--- config.mk ---
export PLATFORM = sky130hd
export DESIGN_NAME = spi_cmd_arbiter
export DESIGN_NICKNAME = d
export VERILOG_FILES = /design/src/rtl/spi_cmd_arbiter.sv
export SDC_FILE = /design/constraint.sdc
export NUM_CORES = 1
export LEC_CHECK = 0
export ABC_AREA = 1
export CAP_MARGIN = 10
export CORE_MARGIN = 2
export CORE_UTILIZATION = 30
export DETAILED_ROUTE_END_ITERATION = 12
export SLEW_MARGIN = 20
export SYNTH_ARGS = -nofsm -noshare
export SYNTH_HDL_FRONTEND = slang
export SYNTH_SLANG_ARGS = --single-unit
export TNS_END_PERCENT = 5
--- constraint.sdc ---
create_clock -name clk -period 1.77 [get_ports clk]
set_clock_uncertainty 0.2 [all_clocks]
set_input_delay 0.2655 -clock clk [delete_from_list [all_inputs] [get_ports clk]]
set_output_delay 0.2655 -clock clk [all_outputs]
set_load 0.01 [all_outputs]
--- src/rtl/spi_cmd_arbiter.sv ---
// Round-robin arbiter sharing one SPI driver command port between N_REQ requesters.
// Issues new_command, waits for the matching completion edge or a timeout, then returns a tagged response.
module spi_cmd_arbiter #(
    parameter int N_REQ          = 2,
    parameter int NEW_CMD_CYCLES = 4,
    parameter int TIMEOUT_CYCLES = 65536,
    parameter int GAP_CYCLES     = 8,
    localparam int IDW = (N_REQ > 1) ? $clog2(N_REQ) : 1
) (
    input  logic               clk,
    input  logic               rst,
    input  logic [N_REQ-1:0]   req_valid,
    output logic [N_REQ-1:0]   req_ready,
    input  logic [N_REQ-1:0]   req_is_write,
    input  logic [8*N_REQ-1:0] req_addr,
    input  logic [8*N_REQ-1:0] req_data,
    input  logic [8*N_REQ-1:0] req_num_regs,
    output logic               rsp_valid,
    output logic [IDW-1:0]     rsp_id,
    output logic               rsp_error,
    output logic               busy,
    output logic               drv_new_command,
    output logic               drv_is_write,
    output logic [7:0]         drv_write_register_addr,
    output logic [7:0]         drv_write_data,
    output logic [7:0]         drv_start_read_register_addr,
    output logic [7:0]         drv_num_regs_to_read,
    input  logic               drv_write_complete,
    input  logic               drv_read_complete
);

    localparam int IW = (NEW_CMD_CYCLES > 1) ? $clog2(NEW_CMD_CYCLES) : 1;
    localparam int TW = (TIMEOUT_CYCLES > 1) ? $clog2(TIMEOUT_CYCLES) : 1;
    localparam int GW = (GAP_CYCLES > 1) ? $clog2(GAP_CYCLES) : 1;
    localparam logic [IW-1:0] ISSUE_LAST = IW'(NEW_CMD_CYCLES - 1);
    localparam logic [TW-1:0] TO_LAST    = TW'(TIMEOUT_CYCLES - 1);
    localparam logic [GW-1:0] GAP_LAST   = GW'((GAP_CYCLES > 0) ? GAP_CYCLES - 1 : 0);

    typedef enum logic [2:0] {IDLE, ISSUE, WAIT, RESP, GAP} state_t;
    state_t state, state_n;

    logic [IDW-1:0] ptr, grant_id;
    logic [IDW:0]   cand;
    logic           found, illegal, grant, done, timeout, flag, flag_q;
    logic           wc_q, rc_q;
    logic [IW-1:0]  issue_cnt;
    logic [TW-1:0]  to_cnt;
    logic [GW-1:0]  gap_cnt;

    logic [7:0] addr_a [N_REQ];
    logic [7:0] data_a [N_REQ];
    logic [7:0] nreg_a [N_REQ];

    for (genvar i = 0; i < N_REQ; i++) begin : g_unpack
        assign addr_a[i] = req_addr[8*i +: 8];
        assign data_a[i] = req_data[8*i +: 8];
        assign nreg_a[i] = req_num_regs[8*i +: 8];
    end

    // Rotating priority search: first valid requester at or above ptr, wrapping.
    always_comb begin
        found    = 1'b0;
        grant_id = '0;
        cand     = '0;
        for (int j = 0; j < N_REQ; j++) begin
            cand = {1'b0, ptr} + (IDW+1)'(j);
            if (cand >= (IDW+1)'(N_REQ)) cand = cand - (IDW+1)'(N_REQ);
            if (!found && req_valid[cand[IDW-1:0]]) begin
                found    = 1'b1;
                grant_id = cand[IDW-1:0];
            end
        end
    end

    assign illegal = !req_is_write[grant_id] && (nreg_a[grant_id] == 8'd0);
    assign flag    = drv_is_write ? drv_write_complete : drv_read_complete;
    assign flag_q  = drv_is_write ? wc_q : rc_q;
    assign done    = flag & ~flag_q;
    assign timeout = (to_cnt == TO_LAST);
    assign busy    = (state != IDLE);

    always_ff @(posedge clk) begin
        if (rst) state <= IDLE;
        else     state <= state_n;
    end

    always_comb begin
        state_n = state;
        grant   = 1'b0;
        case (state)
            IDLE:  if (found) begin
                       grant   = 1'b1;
                       state_n = illegal ? RESP : ISSUE;
                   end
            ISSUE: if (issue_cnt == ISSUE_LAST) state_n = WAIT;
            WAIT:  if (done || timeout) state_n = RESP;
            RESP:  state_n = (GAP_CYCLES == 0) ? IDLE : GAP;
            GAP:   if (gap_cnt == GAP_LAST) state_n = IDLE;
            default: state_n = IDLE;
        endcase
    end

    always_ff @(posedge clk) begin
        if (rst) begin
            ptr                          <= '0;
            req_ready                    <= '0;
            rsp_valid                    <= 1'b0;
            rsp_id                       <= '0;
            rsp_error                    <= 1'b0;
            drv_new_command              <= 1'b0;
            drv_is_write                 <= 1'b0;
            drv_write_register_addr      <= '0;
            drv_write_data               <= '0;
            drv_start_read_register_addr <= '0;
            drv_num_regs_to_read         <= '0;
            wc_q                         <= 1'b0;
            rc_q                         <= 1'b0;
            issue_cnt                    <= '0;
            to_cnt                       <= '0;
            gap_cnt                      <= '0;
        end else begin
            wc_q      <= drv_write_complete;
            rc_q      <= drv_read_complete;
            req_ready <= '0;
            rsp_valid <= 1'b0;
            rsp_error <= 1'b0;
            if (grant) begin
                req_ready[grant_id]          <= 1'b1;
                rsp_id                       <= grant_id;
                ptr                          <= (grant_id == IDW'(N_REQ - 1)) ? '0 : grant_id + 1'b1;
                drv_is_write                 <= req_is_write[grant_id];
                drv_write_register_addr      <= addr_a[grant_id];
                drv_start_read_register_addr <= addr_a[grant_id];
                drv_write_data               <= data_a[grant_id];
                drv_num_regs_to_read         <= nreg_a[grant_id];
                drv_new_command              <= !illegal;
                issue_cnt                    <= '0;
                // Zero-length read is answered immediately without touching the driver.
                if (illegal) begin
                    rsp_valid <= 1'b1;
                    rsp_error <= 1'b1;
                end
            end
            case (state)
                ISSUE: begin
                    issue_cnt <= issue_cnt + 1'b1;
                    if (issue_cnt == ISSUE_LAST) begin
                        drv_new_command <= 1'b0;
                        to_cnt          <= '0;
                    end
                end
                WAIT: begin
                    to_cnt <= to_cnt + 1'b1;
                    if (done || timeout) begin
                        rsp_valid <= 1'b1;
                        rsp_error <= !done;
                    end
                end
                RESP: gap_cnt <= '0;
                GAP:  gap_cnt <= gap_cnt + 1'b1;
                default: ;
            endcase
        end
    end

endmodule

# Word level (Yosys, flattened, before mapping)
# Cells that the tools add are included.
# W data, S select, Z words.
[word_totals] ff_bits=58 input_bits=56
[classes] addsub=7 order_cmp=7 eq_ne=11 mux=48 n_bitwise=4 reduce_logical=17
[op_table] operator="$mux W8" n=9
[op_table] operator="$pmux W16 S2" n=1
[op_table] operator="$mux W1" n=27
[op_table] operator="$add A16 B1 Y16 const B" n=1
[op_table] operator="$eq A16 B16 Y1 const B" n=1
[op_table] operator="$mux W16" n=1
[op_table] operator="$pmux W3 S5" n=1
[op_table] operator="$mux W3" n=4
[op_table] operator="$logic_not A8 Y1" n=1
[op_table] operator="$ne A2 B2 Y1 const B" n=4
[op_table] operator="$eq A3 B2 Y1 const B" n=2
[op_table] operator="$eq A3 B3 Y1 const B" n=2
[op_table] operator="$lt A1 B2 Y1 const B" n=3
[op_table] operator="$mux W2" n=3
[op_table] operator="$pmux W3 S2" n=1
[op_table] operator="$reduce_bool A2 Y1" n=3
[op_table] operator="$ge A2 B2 Y1 const B" n=2
[op_table] operator="$logic_not A1 Y1" n=4
[op_table] operator="$reduce_and A4 Y1" n=1
[op_table] operator="$add A3 B1 Y3 const B" n=1
[op_table] operator="$eq A3 B1 Y1 const B" n=1
[op_table] operator="$logic_and A1 B1 Y1" n=3
[op_table] operator="$logic_not A3 Y1" n=1
[op_table] operator="$reduce_bool A3 Y1" n=1
[op_table] operator="other kinds (14)" n=16

# Logic depth before layout (Yosys ltp)
[logic_depth] depth_word=18 mapped_depth=12

# Worst setup path before layout
# No wires, ideal clock.
[synth_timing] path_type="reg2reg" startpoint="register to_cnt[0]" endpoint="register to_cnt[14]" t_arrival_ns=1.278 required_ns=1.452 path_slack_ns=0.174 path_stages_with_launch=9 n_path_buf=0 period_less_slack_ns=1.596 path_cell_list="dfxtp_1 ha_1 nand3_1 nor2_2 nand3_1 nor2_1 nand4_1 o21ai_1 a21oi_1"
[synth_between] elab_chain_len=2
[synth_lines] item="start, declared" line="47" rtl="logic [TW-1:0] to_cnt;"
[synth_lines] item="start signal, assigned" line="153" rtl="to_cnt <= to_cnt + 1'b1;"
[synth_lines] item="$add A16 B1 Y16" line="153"
[synth_lines] item="$pmux W16 S2" line="144" rtl="case (state)"
# No other way between the ends.
# A chain may end at the register's enable or synchronous reset.

# Worst setup path in the final report
[layout_timing] startpoint="register drv_write_data[7]" endpoint="output port drv_write_data[7]"
[layout_lines] item="start, declared" line="25" rtl="output logic [7:0] drv_write_data,"
[layout_lines] item="start signal, assigned" line="134" rtl="drv_write_data <= data_a[grant_id];"
# No word-level cell between the ends.

==> run metrics <==
status finished clean; Pleak 1.95 nW; gr usage total 16.1%; met3 wire len 733 um; setup violators final 0; Seq/Total Area, Yosys 39.5%; Area Overhead vs Synth 53.5%; maximum achievable frequency 0.573 GHz; top sig layer met4; Max VDD drop 0.605 mV; total clock buffers created by CTS 9; Final Slew Violations 0; Pwr per Cell Area 1320 nW/um^2; Ports 96; WP data required 1300 ps; routed length on met2 3640 um; CTS H-tree lvls 3; die area 10600 um^2; Nets 570; HPWL after detailed placement 6030 um; Tcrit/Tclk final 98.5%; input/output buffers 95; Synth cell types 37; CTS tree done; slowest stage delay, CP 570 ps; Die Wd 103 um; Avg Cell Area, Syn 7.47 um^2; worst endpoint data arrival time 1280 ps; drt drc 0; Clock Sink Count 58; RD Place Congestion 0.796; die height 103 um; max-slew headroom at the worst pin 76.4%; layout cell share with drive strength beyond 1 19.8%; critical path class reg -> out; Worst Tran Pin Value 354 ps; syn nets 453; # diodes 0; final hold vios 0; CP cell instances clkdlybuf4s50_1; Syn Inst Count 393; Post-Route WL 7930 um; unrepaired setup endpoints after global routing yes; Post-DRT Antenna Nets 0; routed len/inst 12.2 um; Critical path buffers and inverters 1; YS warnings 0; Max clock buf depth 2; via count 2951; clock slew at reported path FFs 70 ps; Initial DRC Count 96; gr ovfl total 0; Synth Register Bits 58; number of max-cap violations 0; site row count 36; first-pass GRT wire length 13200 um; hold_buf cts 0; core area 9640 um^2; Startpoint Class register; CP Capture Type output port; Slowest-stage cell, CP clkdlybuf4s50_1; number of antenna violations at the first check in global routing 0; Metal-1 WL 3360 um; Via-to-Cell Ratio 4.55; most frequent cells in the layout 94 x nand2_1, 83 x clkdlybuf4s50_1, 56 x dfxtp_1; Cell Count, Final, Fillers Out 648; crit-path leading delay family buffers and inverters; CP max FO 2; number of fill cells 980; hold slack 262 ps; largest net degree at the start of global routing 34; Worst Hold Class reg -> reg; vias in the first global route 2958; Cell Area, Synth 2940 um^2; commonest non-fill, non-tap cell in the layout nand2_1; Placed Instances 631; Worst-Skew Late Latency 340 ps; drt pass-1 iters 4; Root Driver clkbuf_8; Final TNS setup 0 ps; fin crit period 1740 ps; Initial Util 30.5%
## where the power goes
part,total [mW],internal [mW],switching [mW]
Sequential,1.86,1.64,0.227
Combinational,2.53,1.30,1.23
Clock,1.56,1.01,0.549
Total,5.95,3.95,2.00
## timing repair
action	in CTS	in global routing
setup endpoints to repair	2	19
gates resized for setup	5	20
pin swaps	1	1
buffers inserted	1	0
## logic make-up after synthesis
logic type / after synthesis / share of synthesized area (%)
and+or+nand+nor: 180 / 29.8
AOI/OAI and AO/OA: 87 / 17.9
buffers and inverters: 64 / 11.1
DFF: 58 / 39.5
adders and majority gates: 4 / 1.70
## worst paths after layout
| path | cells past startpoint | slack (ps) | start | endpoint |
|---|---|---|---|---|
| min reg2reg | 1 | 260 | issue_cnt[0] | issue_cnt[0] |
| max reg2reg | 8 | 100 | state[0] | state[0] |
| min | 1 | 260 | issue_cnt[0] | issue_cnt[0] |
| max | 1 | 30 | drv_write_data[7] | drv_write_data[7] |
## layer usage
| layer | GRT usage [%] | vias up |
|---|---|---|
| met1 | 18.4 | 1283 |
| met3 | 6.10 | 16 |
| li1 | - | 1540 |
| met5 | 0 | - |
| met4 | 7.79 | 0 |
| met2 | 26.3 | 112 |
## cell type report
cell class | instances | area (um^2) | share of cell area, %
Clock buffer | 12 | 155 | 3.44
Clock inverter | 4 | 97.6 | 2.17
Inverter | 39 | 153 | 3.39
Multi-Input combinational cell | 271 | 1490 | 33.0
Sequential cell | 58 | 1160 | 25.8
Tap cell | 133 | 166 | 3.69
Timing Repair Buffer | 131 | 1280 | 28.5
## state kept, by name (all words and copies together), names as in the netlist, 2 cells and up
register and cells:
drv_num_regs_to_read 8, gap_cnt 3, drv_write_data 8, issue_cnt 2, drv_start_read_register_addr 8, req_ready 2
state 3, to_cnt 16
## worst register-to-register path: cells and delay by family, from the launching register on
| kind | cells | cell delay, ps |
|---|---|---|
| buffers and inverters | 1 | 150 |
| and+or+nand+nor | 5 | 790 |
| AOI/OAI and AO/OA | 2 | 110 |
| DFF | 1 | 320 |
## synth_stat cells (all sizes together)
master / count / area share (%)
nand2: 105 / 15
dfxtp: 58 / 40
inv: 38 / 4.9
nor2: 36 / 6.1
o21ai: 29 / 4.9
a21oi: 25 / 4.6
buf: 19 / 5.2
a31oi: 17 / 3.6
nand3: 16 / 3.4
a211oi: 11 / 3.2
nand4: 7 / 1.7
clkbuf: 6 / 0.81
nand3b: 6 / 1.5
nor3: 6 / 1.0
ha: 4 / 1.7
a221oi: 2 / 0.81
o22ai: 2 / 0.43
or2: 2 / 0.43
a22oi: 1 / 0.26
and2: 1 / 0.21
clkinv: 1 / 0.17
nor3b: 1 / 0.43
## stage by stage
stage / power, mW / util (%) / setup slack (ps) / area (um^2)
3_5_place_dp: 4.41 / 43.4 / -294 / 4180
3_3_place_gp: 4.41 / 43.4 / -198 / 4180
4_1_cts: 6.03 / 46.1 / 1.33 / 4450
5_1_grt: 6.34 / 46.8 / -3.67 / 4510
6_report: 5.95 / 46.8 / 25.7 / 4510
2_1_floorplan: 3.24 / - / 174 / 2940
Power figures use the tool's default switching activity.
